`src/rtl/pipe_ctrl_pkg.sv`:
```
// Shared definitions for the pipeline control blocks: controller states,
// the hard-wired zero register index and the NOP used by bubble muxes.
package pipe_ctrl_pkg;

    typedef enum logic [1:0] {
        RUN         = 2'd0,
        MDU_BUSY    = 2'd1,
        MDU_RELEASE = 2'd2
    } state_t;

    localparam logic [4:0]  REG_ZERO  = 5'b00000;

    // sll $0,$0,0 -- the canonical all-zero NOP loaded by bubble muxes
    localparam logic [31:0] NOP_INSTR = 32'h0000_0000;

endpackage

```
`src/rtl/hazard_stall_ctrl_sat_counter.sv`:
```
// Saturating up-counter with synchronous clear (clear wins over increment).
module sat_counter #(
    parameter int W = 16
) (
    input  logic         clk,
    input  logic         rst_n,
    input  logic         clr,
    input  logic         inc,
    output logic [W-1:0] count
);

    // count up on inc, hold at all-ones, clear on demand
    always_ff @(posedge clk or negedge rst_n) begin
        if (!rst_n) begin
            count <= '0;
        end else if (clr) begin
            count <= '0;
        end else if (inc && (count != {W{1'b1}})) begin
            count <= count + 1'b1;
        end
    end

endmodule

```
`src/rtl/hazard_stall_ctrl.sv`:
```
// Stall/flush controller for the 5-stage core: load-use interlock,
// taken-branch wrong-path squash and multi-cycle MDU occupancy of EX.
//
// state       | meaning
// ------------+-----------------------------------------------------------
// RUN         | normal flow; branch, MDU start and load-use are resolved
// MDU_BUSY    | MDU holds EX; front end frozen, EX/MEM fed bubbles
// MDU_RELEASE | MDU instruction advances; same ID/EX op must not re-trigger
module hazard_stall_ctrl
    import pipe_ctrl_pkg::*;
#(
    parameter int MDU_LAT = 4,
    parameter int CNT_W   = 16
) (
    input  logic             clk,
    input  logic             rst_n,
    input  logic [4:0]       IFID_Rs,
    input  logic [4:0]       IFID_Rt,
    input  logic [4:0]       IDEX_Rt,
    input  logic             IDEX_MemRead,
    input  logic             branch_taken,
    input  logic             mdu_start,
    input  logic             stall_clr,
    output logic             pc_write,
    output logic             ifid_write,
    output logic             ifid_flush,
    output logic             idex_write,
    output logic             idex_bubble,
    output logic             exmem_bubble,
    output logic             mdu_busy,
    output logic [CNT_W-1:0] stall_cycles
);

    localparam int              CW       = $clog2(MDU_LAT);
    // start cycle plus the cnt==0 cycle account for two of the MDU_LAT
    localparam logic [CW-1:0]   CNT_LOAD = CW'(MDU_LAT - 2);

    state_t        state, state_nxt;
    logic [CW-1:0] cnt, cnt_nxt;
    logic          load_use;

    assign load_use = IDEX_MemRead && (IDEX_Rt != REG_ZERO) &&
                      ((IDEX_Rt == IFID_Rs) || (IDEX_Rt == IFID_Rt));

    // state and MDU occupancy counter
    always_ff @(posedge clk or negedge rst_n) begin
        if (!rst_n) begin
            state <= RUN;
            cnt   <= '0;
        end else begin
            state <= state_nxt;
            cnt   <= cnt_nxt;
        end
    end

    // next state, counter and pipeline control; pass-through unless overridden
    always_comb begin
        state_nxt    = state;
        cnt_nxt      = cnt;
        pc_write     = 1'b1;
        ifid_write   = 1'b1;
        idex_write   = 1'b1;
        ifid_flush   = 1'b0;
        idex_bubble  = 1'b0;
        exmem_bubble = 1'b0;
        mdu_busy     = 1'b0;

        case (state)
            RUN: begin
                if (branch_taken) begin
                    ifid_flush  = 1'b1;
                    idex_bubble = 1'b1;
                end else if (mdu_start) begin
                    pc_write     = 1'b0;
                    ifid_write   = 1'b0;
                    idex_write   = 1'b0;
                    exmem_bubble = 1'b1;
                    mdu_busy     = 1'b1;
                    cnt_nxt      = CNT_LOAD;
                    state_nxt    = MDU_BUSY;
                end else if (load_use) begin
                    pc_write    = 1'b0;
                    ifid_write  = 1'b0;
                    idex_bubble = 1'b1;
                end
            end
            MDU_BUSY: begin
                pc_write     = 1'b0;
                ifid_write   = 1'b0;
                idex_write   = 1'b0;
                exmem_bubble = 1'b1;
                mdu_busy     = 1'b1;
                if (cnt != '0) begin
                    cnt_nxt = cnt - 1'b1;
                end else begin
                    state_nxt = MDU_RELEASE;
                end
            end
            MDU_RELEASE: begin
                state_nxt = RUN;
            end
            default: begin
                state_nxt = RUN;
                cnt_nxt   = '0;
            end
        endcase

        // hold pass-through values while reset is asserted
        if (!rst_n) begin
            pc_write     = 1'b1;
            ifid_write   = 1'b1;
            idex_write   = 1'b1;
            ifid_flush   = 1'b0;
            idex_bubble  = 1'b0;
            exmem_bubble = 1'b0;
            mdu_busy     = 1'b0;
        end
    end

    sat_counter #(.W(CNT_W)) u_stall_cnt (
        .clk   (clk),
        .rst_n (rst_n),
        .clr   (stall_clr),
        .inc   (!pc_write),
        .count (stall_cycles)
    );

endmodule

```
`config.mk`:
```
export PLATFORM = sky130hd
export DESIGN_NAME = hazard_stall_ctrl
export DESIGN_NICKNAME = d
export VERILOG_FILES = /design/src/rtl/pipe_ctrl_pkg.sv /design/src/rtl/hazard_stall_ctrl_sat_counter.sv /design/src/rtl/hazard_stall_ctrl.sv
export SDC_FILE = /design/constraint.sdc
export NUM_CORES = 1
export LEC_CHECK = 0
export CAP_MARGIN = 20
export CORE_ASPECT_RATIO = 1.1
export CORE_UTILIZATION = 30
export DETAILED_ROUTE_END_ITERATION = 10
export PLACE_DENSITY = 0.67
export SLEW_MARGIN = 20
export SYNTH_ARGS = -nofsm -noshare
export SYNTH_HDL_FRONTEND = slang
export SYNTH_SLANG_ARGS = --single-unit
```
`constraint.sdc`:
```
create_clock -name clk -period 2.6 [get_ports clk]
set_input_delay 0.65 -clock clk [delete_from_list [all_inputs] [get_ports clk]]
set_output_delay 0.65 -clock clk [all_outputs]
set_load 0.03 [all_outputs]
```
* Word level (Yosys, flattened, before mapping) *
Index checks and enable logic that the tools add are counted.
Widths: inputs -> output; s select.

word-level totals
  bits in registers = 20
  input port bits = 21
  output and inout bits = 23
  word-level logic and storage cells = 57

operators by class
  $add $sub $neg = 2
  eq/ne operators = 9
  mux-type cells = 31
  bitwise operators = 1
  reductions and logical operators = 11

operator list
  kind                   number
  $mux 16                2
  $mux 1                 18
  $add 16x1->16 const B  1
  $ne 16x16->1 const B   1
  $mux 2                 6
  $eq 5x5->1             2
  $ne 2x2->1 const B     4
  $pmux 1 s2             3
  $pmux 2 s3             1
  $reduce_bool 5->1      1
  $pmux 2 s2             1
  $reduce_and 4->1       1
  $reduce_bool 2->1      2
  $logic_and 1x1->1      3
  $reduce_and 3->1       1
  $eq 2x1->1 const B     1
  $eq 2x2->1 const B     1
  $logic_not 2->1        1
  $sub 2x1->2 const B    1
  $logic_not 1->1        1
  $logic_or 1x1->1       1
  $not 1->1              1

* Longest topological paths before layout *
  word-level depth = 12
  mapped depth = 8
  mapped depth without buffers = 6

* By module *
Synthesis repeated with hierarchy kept, for this count alone.

unflattened totals
  cells, all modules = 146
  area, all modules = 1367.6 um2

modules (own cells, without submodules)
  module             instances  cells each  area an instance (um2)  sequential area each (um2)
  sat_counter        1          98          942.2                   400.4
  hazard_stall_ctrl  1          48          425.4                   100.1

* Worst setup path before layout *
No wires, ideal clock.

  path kind = input-to-output
  from = in IDEX_Rt[1]
  to = out pc_write
  arrival time = 2.497 ns
  data required time = 1.950 ns
  setup slack = -0.547 ns
  stages = 5
  path buffers = 1
  cell sequence = or4_1 > o211ai_1 > a21oi_1 > o21ai_0 > buf_4

on the way
  word-level cells in the longest chain between the ends = 8
  elaborated cells between the ends (all ways) = 11
  those cells by class = eq/ne: 2; mux: 5; reduce/logical: 4

ends and longest elaborated chain
  item                                                          RTL line                                          text
  start: declaration                                            hazard_stall_ctrl.sv:19                           input logic [4:0] IDEX_Rt,
  $eq 5x5->1 / $reduce_bool 5->1 (equally long branches)        hazard_stall_ctrl.sv:43, hazard_stall_ctrl.sv:42
  $logic_or 1x1->1 / $logic_and 1x1->1 (equally long branches)  hazard_stall_ctrl.sv:43, hazard_stall_ctrl.sv:42
  $logic_and 1x1->1 *                                           hazard_stall_ctrl.sv:42                           assign load_use = IDEX_MemRead && (IDEX_Rt != REG_ZERO) &&
  $mux 1 * (3 in a row)                                         n/a
  $pmux 1 s2 *                                                  n/a
  $mux 1 *                                                      n/a
  end: declaration                                              hazard_stall_ctrl.sv:24                           output logic pc_write,

Mark *: on every way between the ends. The rest lies on a longest branch, timed or not.

* Worst setup path in the final report *
  from = in IDEX_Rt[4]
  to = out pc_write

on the way
  word-level cells in the longest chain between the ends = 8
  elaborated cells between the ends (all ways) = 11
  those cells by class = eq/ne: 2; mux: 5; reduce/logical: 4

ends and longest elaborated chain
  item                                                          RTL line                                          text
  $eq 5x5->1 / $reduce_bool 5->1 (equally long branches)        hazard_stall_ctrl.sv:43, hazard_stall_ctrl.sv:42
  $logic_or 1x1->1 / $logic_and 1x1->1 (equally long branches)  hazard_stall_ctrl.sv:43, hazard_stall_ctrl.sv:42
  $logic_and 1x1->1 *                                           hazard_stall_ctrl.sv:42
  $mux 1 *                                                      hazard_stall_ctrl.sv:81                           end else if (load_use) begin
  $mux 1 *                                                      hazard_stall_ctrl.sv:73                           end else if (mdu_start) begin
  $mux 1 *                                                      hazard_stall_ctrl.sv:70                           if (branch_taken) begin
  $pmux 1 s2 *                                                  hazard_stall_ctrl.sv:68                           case (state)
  $mux 1 *                                                      hazard_stall_ctrl.sv:109                          if (!rst_n) begin

Marks and branches as above.

==> flow_summary.yaml <==
drt:
  drcViolationCount: 0
  dr_wl_met3_um: 176
  via_count: 1386
  routed-wl-met2_um: 1680
  drt-total-wl_um: 3460
  m1WireLength_um: 1530
  routedWlPerCell_um: 12.8
  postRouteAntennaNets: 0
  vias_per_cell: 5.11
  topRoutingLayerUsed: "met4"
  dr.pass1.iters: 4
  drtIter0Drc: 73
cells_and_area:
  seq_area_um2: 500
  antenna_cells: 0
  final_common_cell: "clkdlybuf4s50_1"
  fin_util_pct: 44.9
  nFillCells: 474
  layout_common_cells: "clkdlybuf4s50_1, dfrtp_1, buf_4"
  drive_gt1_share_pct: 23.7
  multiInputGateArea_um2: 870
  area_growth_pct: 44.3
  layout.nets: 239
global_route:
  grt_pass1_vias: 1375
  track_usage_pct: 15.7
  antenna_found_initial: 0
  grt_pass1_wl_um: 6040
  overflow: 0
  grt_max_degree: 24
setup_path:
  slowest_delay_ps: 520
  reg2regPathDepth: 6
  path_class: "input port to output pin"
  critPathMaxFanout: 2
  start_kind: "input port"
  critical-path-slowest-cell: "or4_4"
  required_ps: 1950
  cp_data_arrival_time_ps: 1940
  crit_path_end_kind: "output pin"
  crit_chain: "buf_8, or4_4, o211ai_1, a21oi_2, o21ai_2, buf_6"
logic_synthesis:
  syn_area_um2: 1450
  avgSynthCellArea_um2: 9.10
  ys_seq_elements: 20
  synth_cells: 159
  syn-num-nets: 182
  async_reset_ff_share_pct: 100
  ys.flop_type: "dfrtp_1"
  synth-seq-area-share_pct: 34.6
  synth_cell_types: 42
  yosys_warnings: 0
  synth_edf_count: 0
pwr:
  powerDensity_nw_per_um2: 585
  power.leakage_uw: 0.000860
  ir_drop_uv: 384
  p_total_uw: 1220
place:
  gp_congestion: 0.743
  port_buffers: 43
  post-dp-hpwl_um: 2630
sta:
  period_share_pct: 99.7
  rsz0062_at_grt: "true"
  finalHoldViolCount: 0
  setup_viol: 0
  tightest_slew_ps: 590
  clock.fmax_ghz: 0.386
  clock_skew_ps: 6.50
  fin_crit_ps: 2590
  slew_violations: 0
  hold_slack_ps: 502
  relSlewSlack_pct: 60.4
clocking:
  clock_latency_ps: 270
  h-tree-depth: 1
  clkTransAtPathRegs_ps: 80
  cts.sinks: 20
  cts_buffers: 3
  cts_tree: "done"
  clk_path_buf_depth: 2
  clock-root-buffer: "clkbuf_8"
floorplanning:
  io_pins: 44
  die-width_um: 68.2
  fp.dieH_um: 74.9
  initial_utilization_pct: 31.1
  fp.coreArea_um2: 4650
  num_rows: 26
  die_area_um2: 5110
run:
  maxCapViolCount: 0
min_path:
  whs_path_depth: 2
  hold_path.class: "register to register"
run_status:
  outcome: "finished clean"
cell families after synthesis:
logic type | count (synthesis) | share of synthesized area, %
AOI/OAI and AO/OA | 34 | 14.8
xor gates and xnor gates | 11 | 6.65
adders and majority gates | 2 | 1.73
buffers and inverters | 15 | 6.14
DFF | 20 | 34.6
muxes | 5 | 4.67
and+or+nand+nor | 72 | 31.5
sequential cells by signal (all words and copies together) (netlist names):
name / cells
state: 2
cnt: 2
u_stall_cnt.count: 16
metrics by stage:
stage | area (um^2) | worst slack, ps | cells | TNS, ps
3_3_place_gp | 1990 | -381 | 264 | -4230
3_5_place_dp | 1990 | -414 | 264 | -4950
6_report | 2090 | 8.26 | 271 | 0
4_1_cts | 2070 | -54.1 | 270 | -107
5_1_grt | 2090 | -87.8 | 271 | -215
2_1_floorplan | 1450 | -84.2 | 159 | -84.2
path summary, 6_finish.rpt:
kind / start / slack (ps) / endpoint
worst min register to register: cnt[1] / 500 / cnt[1]
worst max-delay path: IDEX_Rt[4] / 8 / pc_write
worst min-delay path: cnt[1] / 500 / cnt[1]
max in group asynchronous: rst_n / 1550 / u_stall_cnt.count[8]
min in group asynchronous: rst_n / 860 / u_stall_cnt.count[9]
worst max register to register: u_stall_cnt.count[3] / 590 / u_stall_cnt.count[5]
report_power, final:
| part | switching [uW] | leakage [uW] | internal, uW |
|---|---|---|---|
| logic | 276 | 0.000552 | 229 |
| clock network | 117 | 0.0000357 | 206 |
| registers | 49.9 | 0.000273 | 343 |
final cells by class:
cell class	instances	area share [%]
Timing Repair Buffer	62	26.8
Clock inverter	1	1.44
Clock buffer	3	1.98
Multi-Input combinational cell	124	41.6
Inverter	5	0.898
Tap cell	56	3.35
Sequential cell	20	24.0
worst max-delay path: cells and delay by family:
family	cells	cell delay [ps]
AOI/OAI and AO/OA	3	510
buffers and inverters	2	250
and+or+nand+nor	1	520
routing by layer:
layer,up-vias,GRT usage (%)
li1,701,-
met1,637,19.6
met2,42,25.6
met3,6,3.18
met4,0,7.41
met5,-,0
cells in the mapped netlist (2+ instances only):
library cell	n	share of area, %
ha_1	2	1.7
o31ai_1	9	4.7
mux2_4	3	3.1
nand4_1	3	1.3
nand2_1	8	2.1
o21ai_0	7	2.4
nor4_1	3	1.3
nand2b_1	3	1.3
inv_1	5	1.3
clkbuf_1	3	0.78
nor2b_1	8	3.5
buf_2	2	0.69
or4_1	10	5.2
nand3_2	2	1.4
a21oi_1	13	4.5
dfrtp_1	20	35
and3_1	3	1.3
xnor2_1	10	6.0
nor2_1	9	2.3
buf_6	3	2.3
or3_1	3	1.3
buf_4	2	1.0
nand3_1	9	3.1
timing repair:
action                                  CTS  global route
endpoints found under the setup margin   10             3
setup buffers                             2             0
gates resized for setup                  38             2
pin swaps                                17             2
hold buffers                              0             0
gates cloned                              0             0
(Power assumes the default switching activity.)
